File: src/rtl/prog_sequencer.sv
`default_nettype none
// ============================================================================
//  Module   : prog_sequencer
//  Purpose  : Runs a batch of NUM_PROGS programs on a processor core, one
//             after another. Each program gets a one-cycle start pulse with
//             its start address taken from a small configurable table. The
//             core reports completion with a rising edge on core_halt. A
//             program that runs for TIMEOUT cycles without halting aborts the
//             rest of the batch.
//
//  Ports    : CLK          - clock, all state changes on the rising edge
//             reset        - asynchronous active-high reset
//             go           - start a batch (ignored while busy)
//             cfg_we       - start-address table write enable (idle only)
//             cfg_idx      - table entry to write
//             cfg_addr     - start address to write
//             core_halt    - halt flag from the core
//             core_start   - one-cycle start pulse to the core
//             core_pc_init - start address of the current program
//             busy         - batch in progress
//             done         - batch finished, sticky until the next go
//             timeout_err  - a program exceeded TIMEOUT, sticky
//             prog_idx     - index of the current / last program
//             cyc_count    - run length of the last completed program
//
//  Revision : 1.0 - initial release
// ============================================================================
module prog_sequencer #(
    parameter int NUM_PROGS = 3,
    parameter int PC_W      = 10,
    parameter int TIMEOUT   = 4096
) (
    input  logic            CLK,
    input  logic            reset,
    input  logic            go,
    input  logic            cfg_we,
    input  logic [1:0]      cfg_idx,
    input  logic [PC_W-1:0] cfg_addr,
    input  logic            core_halt,
    output logic            core_start,
    output logic [PC_W-1:0] core_pc_init,
    output logic            busy,
    output logic            done,
    output logic            timeout_err,
    output logic [1:0]      prog_idx,
    output logic [15:0]     cyc_count
);

    localparam logic [1:0]  c_st_idle   = 2'd0;
    localparam logic [1:0]  c_st_launch = 2'd1;
    localparam logic [1:0]  c_st_run    = 2'd2;
    localparam logic [1:0]  c_st_done   = 2'd3;

    localparam logic [15:0] c_timeout   = 16'(TIMEOUT);
    localparam logic [15:0] c_cnt_max   = 16'hFFFF;
    localparam logic [1:0]  c_last_idx  = 2'(NUM_PROGS - 1);

    logic [1:0]         r_state;
    logic [15:0]        r_run_cnt;
    logic               r_halt_q;
    logic               r_core_start;
    logic               r_busy;
    logic               r_done;
    logic               r_timeout_err;
    logic [1:0]         r_prog_idx;
    logic [15:0]        r_cyc_count;

    // All four possible table slots flattened; slots beyond NUM_PROGS read 0.
    logic [4*PC_W-1:0]  w_table_flat;
    logic               w_halt_rise;
    logic               w_at_limit;
    logic               w_is_last;

    // ------------------------------------------------------------------
    // Start-address table. Writes are blocked while a batch is running so
    // the addresses of a batch cannot change under it; indices with no
    // backing entry simply match nothing.
    // ------------------------------------------------------------------
    for (genvar gi = 0; gi < 4; gi++) begin : g_entry
        if (gi < NUM_PROGS) begin : g_used
            logic [PC_W-1:0] r_entry;

            always_ff @(posedge CLK or posedge reset) begin
                if (reset) begin
                    r_entry <= '0;
                end else if (cfg_we && !r_busy && (cfg_idx == 2'(gi))) begin
                    r_entry <= cfg_addr;
                end
            end

            assign w_table_flat[gi*PC_W +: PC_W] = r_entry;
        end else begin : g_unused
            assign w_table_flat[gi*PC_W +: PC_W] = '0;
        end
    end

    // Only a fresh 0->1 transition counts as completion, so a halt level
    // still asserted from the previous program cannot finish the next one.
    assign w_halt_rise = core_halt && !r_halt_q;
    assign w_at_limit  = (r_run_cnt == c_timeout);
    assign w_is_last   = (r_prog_idx == c_last_idx);

    // ------------------------------------------------------------------
    // Sequencer
    // ------------------------------------------------------------------
    always_ff @(posedge CLK or posedge reset) begin
        if (reset) begin
            r_state       <= c_st_idle;
            r_run_cnt     <= '0;
            r_halt_q      <= 1'b0;
            r_core_start  <= 1'b0;
            r_busy        <= 1'b0;
            r_done        <= 1'b0;
            r_timeout_err <= 1'b0;
            r_prog_idx    <= '0;
            r_cyc_count   <= '0;
        end else begin
            // Sampled every cycle: the value seen during LAUNCH is what the
            // first RUN cycle compares against.
            r_halt_q     <= core_halt;
            r_core_start <= 1'b0;

            case (r_state)
                c_st_idle, c_st_done: begin
                    if (go) begin
                        r_state       <= c_st_launch;
                        r_core_start  <= 1'b1;
                        r_prog_idx    <= '0;
                        r_done        <= 1'b0;
                        r_timeout_err <= 1'b0;
                        r_busy        <= 1'b1;
                    end
                end

                c_st_launch: begin
                    r_state   <= c_st_run;
                    r_run_cnt <= 16'd1;
                end

                c_st_run: begin
                    if (r_run_cnt != c_cnt_max) begin
                        r_run_cnt <= r_run_cnt + 16'd1;
                    end

                    // Completion is checked first so a halt arriving on the
                    // very cycle the limit is reached still counts as success.
                    if (w_halt_rise) begin
                        r_cyc_count <= r_run_cnt;
                        if (w_is_last) begin
                            r_state <= c_st_done;
                            r_busy  <= 1'b0;
                            r_done  <= 1'b1;
                        end else begin
                            r_prog_idx   <= r_prog_idx + 2'd1;
                            r_state      <= c_st_launch;
                            r_core_start <= 1'b1;
                        end
                    end else if (w_at_limit) begin
                        r_timeout_err <= 1'b1;
                        r_cyc_count   <= c_timeout;
                        r_state       <= c_st_done;
                        r_busy        <= 1'b0;
                        r_done        <= 1'b1;
                    end
                end

                default: begin
                    r_state <= c_st_idle;
                end
            endcase
        end
    end

    assign core_start   = r_core_start;
    assign core_pc_init = w_table_flat[int'(r_prog_idx)*PC_W +: PC_W];
    assign busy         = r_busy;
    assign done         = r_done;
    assign timeout_err  = r_timeout_err;
    assign prog_idx     = r_prog_idx;
    assign cyc_count    = r_cyc_count;

endmodule
`default_nettype wire

File: config.mk
export PLATFORM = sky130hd
export DESIGN_NAME = prog_sequencer
export DESIGN_NICKNAME = d
export VERILOG_FILES = /design/src/rtl/prog_sequencer.sv
export SDC_FILE = /design/constraint.sdc
export NUM_CORES = 1
export LEC_CHECK = 0
export ABC_AREA = 1
export CORE_ASPECT_RATIO = 0.8
export CORE_UTILIZATION = 50
export CTS_CLUSTER_SIZE = 10
export DETAILED_ROUTE_END_ITERATION = 10
export PLACE_DENSITY = 0.85
export SYNTH_ARGS = -nofsm -noshare
export SYNTH_HDL_FRONTEND = slang
export SYNTH_SLANG_ARGS = --single-unit
File: constraint.sdc
create_clock -name CLK -period 3 [get_ports CLK]
set_clock_uncertainty 0.05 [all_clocks]
set_input_delay 0.3 -clock CLK [delete_from_list [all_inputs] [get_ports CLK]]
set_output_delay 0.3 -clock CLK [all_outputs]
set_load 0.05 [all_outputs]
After elaboration in Yosys (flattened, before gate mapping)
Index checks and enable logic that the tools add are counted.
{"block": "op_classes", "reduce_logical": 19, "multipliers": 1, "addsub": 2, "n_mux": 29, "shifts": 1, "eq_ne": 16}
{"op": "16-bit two-way mux", "n": 3}
{"op": "40-bit by 7-bit indexed part select with 10-bit output", "n": 1}
{"op": "16-bit case mux with 2 select lines", "n": 1}
{"op": "16-bit by 1-bit adder with 16-bit output (second input constant)", "n": 1}
{"op": "16-bit by 13-bit == test with 1-bit output (second input constant)", "n": 1}
{"op": "16-bit inequality test (second input constant)", "n": 1}
{"op": "2-bit two-way mux", "n": 7}
{"op": "1-bit two-way mux", "n": 12}
{"op": "2-bit inequality test (second input constant)", "n": 6}
{"op": "4-bit AND reduction", "n": 3}
{"op": "2-bit == test (second input constant)", "n": 4}
{"op": "1-bit case mux with 2 select lines", "n": 4}
{"op": "3-bit inequality test (second input constant)", "n": 2}
{"op": "2-bit case mux with 3 select lines", "n": 1}
{"op": "2-bit AND reduction", "n": 3}
{"op": "2-bit nonzero test", "n": 3}
{"op": "1-bit logical AND", "n": 5}
{"op": "2-bit by 3-bit multiplier with 5-bit output (second input constant)", "n": 1}
{"op": "2-bit by 1-bit == test with 1-bit output (second input constant)", "n": 2}
{"op": "2-bit zero test", "n": 2}
{"op": "2-bit case mux with 2 select lines", "n": 1}
{"op": "2-bit by 1-bit adder with 2-bit output (second input constant)", "n": 1}
{"op": "1-bit zero test", "n": 2}
{"op": "2-bit OR reduction", "n": 1}
{"block": "totals", "register_bits": 71, "elab_cells": 80, "inputBits": 17, "out_inout_bits": 32}

Depth between registers and ports, before layout
{"block": "logic_depth", "word_depth": 4, "mapped_depth": 10, "depth_no_buf": 9}

Least setup slack after synthesis
OpenSTA, ideal clock, no wires.
{"block": "synth_timing", "path_kind": "flip-flop to output port", "startpoint": "register r_prog_idx[0] (netlist: prog_idx[0])", "endpoint": "output port core_pc_init[1]", "required_time_ns": 2.650, "n_path_buf": 1, "slack_ns": 0.466, "arrival_ns": 2.184, "stages_incl_launch_ff": 5, "cell_sequence": "dfrtp_1 > inv_1 > clkbuf_1 > nor2_1 > o21ai_0"}
{"block": "synth_via", "elab_chain_cells": 2}
{"element": "start, declared", "line": "65", "text": "logic [1:0] r_prog_idx;"}
{"element": "start signal, assigned", "line": "154", "text": "r_prog_idx <= r_prog_idx + 2'd1;"}
{"element": "2-bit by 3-bit multiplier with 5-bit output", "line": "175", "text": "assign core_pc_init = w_table_flat[int'(r_prog_idx)*PC_W +: PC_W];"}
{"element": "40-bit by 7-bit indexed part select with 10-bit output", "line": "175"}
{"element": "end, declared", "line": "41", "text": "output logic [PC_W-1:0] core_pc_init,"}
No other way between the ends.

Final worst setup path
{"block": "layout_timing", "startpoint": "register r_prog_idx[0] (netlist: prog_idx[0])", "endpoint": "output port core_pc_init[6]"}
The elaborated chain is that of the path after synthesis.

==> flow_metrics.env <==
export IMPL_synthToLayoutAreaGrowth_pct=22.7
export IMPL_final_util=0.652
export IMPL_netlist_top_cell_by_area="dfrtp_1"
export IMPL_netlist_area_sq_um=3490
export IMPL_port_buffers=48
export IMPL_peakVddDrop_v=0.000627
export IMPL_htreeDepth=3
export IMPL_powerDensity_nw_per_um2=931
export IMPL_viasPerCell=5.34
export IMPL_place_hpwl_mm=5.56
export IMPL_regArea_sq_um=1780
export IMPL_synth_nets=444
export IMPL_drt_iter0_markers=176
export IMPL_fin_nets=491
export IMPL_rsz0062_at_grt="no"
export IMPL_maxCapViolCount=0
export IMPL_clock_power_share=0.227
export IMPL_nFillCells=534
export IMPL_endpoint_kind="output pin"
export IMPL_drc=0
export IMPL_path_max_fanout=23
export IMPL_routed_wl_mm=7.96
export IMPL_fmax_ghz=0.362
export IMPL_grt_start_max_net_pins=39
export IMPL_worst_pin_slew_ps=813
export IMPL_dieArea_sq_um=7320
export IMPL_core_area_sq_um=6570
export IMPL_start_kind="flop"
export IMPL_grt_util_all_layers=0.244
export IMPL_wl_met2_mm=3.76
export IMPL_drt_met1_wl_mm=3.61
export IMPL_io_pins=49
export IMPL_combPwrFrac=0.416
export IMPL_vias=2975
export IMPL_multiInputGateArea_sq_um=1470
export IMPL_period_share=0.920
export IMPL_initial_core_util=0.531
export IMPL_n_antenna_cell=0
export IMPL_critical_path_required_ps=2650
export IMPL_drive_gt1_frac=0.0951
export IMPL_wl_met3_microns=427
export IMPL_arrival_ps=2410
export IMPL_tns_ps=0
export IMPL_synth_cells=421
export IMPL_cts_root_buf="clkbuf_8"
export IMPL_setup_viol=0
export IMPL_hold_violations=0
export IMPL_hold_path_class="input pin to flop"
export IMPL_ys_warnings_count=0
export IMPL_wl_per_cell_microns=14.3
export IMPL_routed_top_layer="met4"
export IMPL_synth_top_cell_area_share=0.509
export IMPL_slew_headroom=0.457
export IMPL_grt_pass1_wl_mm=13.7
export IMPL_rows=26
export IMPL_clk_pin_slew_ps=70
export IMPL_syn_avg_cell_area_sq_um=8.29
export IMPL_dr_pass1_iters=4
export IMPL_grt_pass1_vias=2899
export IMPL_die_h_microns=76.7
export IMPL_regToRegSetupSlack_ps=920
export IMPL_slew_viol_final=0
export IMPL_cts_sinks=71
export IMPL_numCtsBuffers=9
export IMPL_synth_area_leaders="dfrtp_1, o21ai_0, nand2_1"
export IMPL_intPower_mw=2.33
export IMPL_antenna_found_initial=0
export IMPL_synthDistinctLibCells=27
export IMPL_switching_share=0.417
export IMPL_gr_total_overflow=0
export IMPL_yosysSeqAreaShare=0.509
export IMPL_gp_congestion=0.916
export IMPL_synth_seq_cells=71
export IMPL_clk_latency_ps=340
export IMPL_leakage_nw=1.94
export IMPL_ant_nets=0
export IMPL_post_route_min_period_ps=2760
export IMPL_die_w_microns=95.4
export IMPL_worstSetupPathType="flop to output pin"
export IMPL_switchingPower_mw=1.66
export IMPL_p_seq_frac=0.357
export IMPL_cts_tree="done"
export IMPL_status="finished clean"
export IMPL_clk_path_buf_depth=2
## metal layers
| metal | track usage | vias up |
|---|---|---|
| li1 | - | 1444 |
| met1 | 0.328 | 1421 |
| met2 | 0.374 | 92 |
| met3 | 0.0734 | 18 |
| met4 | 0.0821 | 0 |
| met5 | 0 | - |
## worst paths after layout
path                               start                      endpoint  cells past startpoint
min                            core_halt                      r_halt_q                      1
min reg2reg                cyc_count[11]                 cyc_count[11]                      2
max                          prog_idx[0]               core_pc_init[6]                      4
min in group asynchronous          reset  g_entry[1].g_used.r_entry[4]                      2
max in group asynchronous          reset                 cyc_count[15]                      3
max reg2reg                  prog_idx[0]                          busy                      7
## cell usage in the layout (no fill, tap or decap), types with 2 or more instances in the layout
master | Yosys | routed
a21oi_1 | 2 | 2
buf_4 | 0 | 3
bufinv_16 | 0 | 3
clkbuf_8 | 0 | 9
clkdlybuf4s50_1 | 0 | 48
clkinv_2 | 0 | 2
dfrtp_1 | 71 | 71
ha_1 | 6 | 6
inv_1 | 45 | 43
nand2_1 | 92 | 92
nand2_2 | 7 | 7
nand3_1 | 27 | 27
nand4_1 | 5 | 5
nor2_1 | 45 | 45
nor2_4 | 2 | 2
o21ai_0 | 75 | 75
o21ai_2 | 4 | 4
o22ai_2 | 5 | 5
xor2_1 | 9 | 9
## critical path, stage by stage (launching register included)
cell,delay (ps)
dfrtp_1,560
clkinvlp_4,440
nor2_1,200
o21ai_0,140
clkdlybuf4s50_1,730
## synthesized netlist by cell type
| cell | count |
|---|---|
| nand2_1 | 92 |
| o21ai_2 | 4 |
| nor2_2 | 1 |
| o21ai_4 | 1 |
| a21oi_1 | 2 |
| o22ai_1 | 1 |
| xnor2_1 | 1 |
| or2_2 | 1 |
| dfrtp_1 | 71 |
| nand3_1 | 27 |
| and2_1 | 1 |
| nand4_1 | 5 |
| nand3_2 | 1 |
| ha_1 | 6 |
| o21ai_0 | 75 |
| buf_6 | 2 |
| o21ai_1 | 1 |
| a21oi_2 | 1 |
| nor2_1 | 45 |
| nor2_4 | 2 |
| buf_2 | 1 |
| o22ai_2 | 5 |
| inv_1 | 45 |
| clkbuf_1 | 13 |
| nand2_2 | 7 |
| nand2_4 | 1 |
| xor2_1 | 9 |
## registers in the layout, summed over array words and instances, names as in the netlist
register and flops:
busy 1, core_start 1, cyc_count 16, done 1
g_entry.g_used.r_entry 30, prog_idx 2, r_halt_q 1, r_run_cnt 16
r_state 2, timeout_err 1
## what timing repair did
action | CTS | global route
gates resized for setup | 0 | 1
endpoints found under the setup margin | 0 | 6
hold buffers | 0 | 0
buffers inserted | 0 | 0
## power groups by stage
stage / registers, mW / logic, mW / clock network [mW]
after floorplan: 1.53 / 1.04 / 0
after global placement: 1.42 / 1.60 / 0
after detailed placement: 1.43 / 1.65 / 0
after CTS: 1.42 / 1.66 / 0.918
after global routing: 1.46 / 1.80 / 0.973
final: 1.42 / 1.66 / 0.906
## cells by family (layout without fill, tap and decap cells)
family | count (synthesis) | count (layout) | synth area share
xor gates and xnor gates | 10 | 10 | 0.0251
and+or+nand+nor | 183 | 183 | 0.225
adders and majority gates | 6 | 6 | 0.0215
AOI/OAI and AO/OA | 90 | 90 | 0.149
DFF | 71 | 71 | 0.509
buffers and inverters | 61 | 113 | 0.0702
## metrics by stage
stage | worst slack, ps | cells | cell area, sq um | hold slack, ps | power, mW
floorplan | 466 | 421 | 3490 | 281 | 2.57
global placement | 537 | 541 | 4040 | 412 | 3.02
detailed placement | 489 | 541 | 4040 | 419 | 3.08
CTS | 92.7 | 557 | 4280 | 378 | 4.00
global route | 56.6 | 557 | 4280 | 375 | 4.23
finish | 241 | 557 | 4280 | 389 | 3.99
## area by class of cell
type,count,area share
Clock buffer,10,0.0298
Inverter,45,0.0403
Sequential cell,71,0.415
Tap cell,84,0.0245
Timing Repair Buffer,52,0.122
Clock inverter,6,0.0254
Multi-Input combinational cell,289,0.343
(Power assumes the default switching activity.)
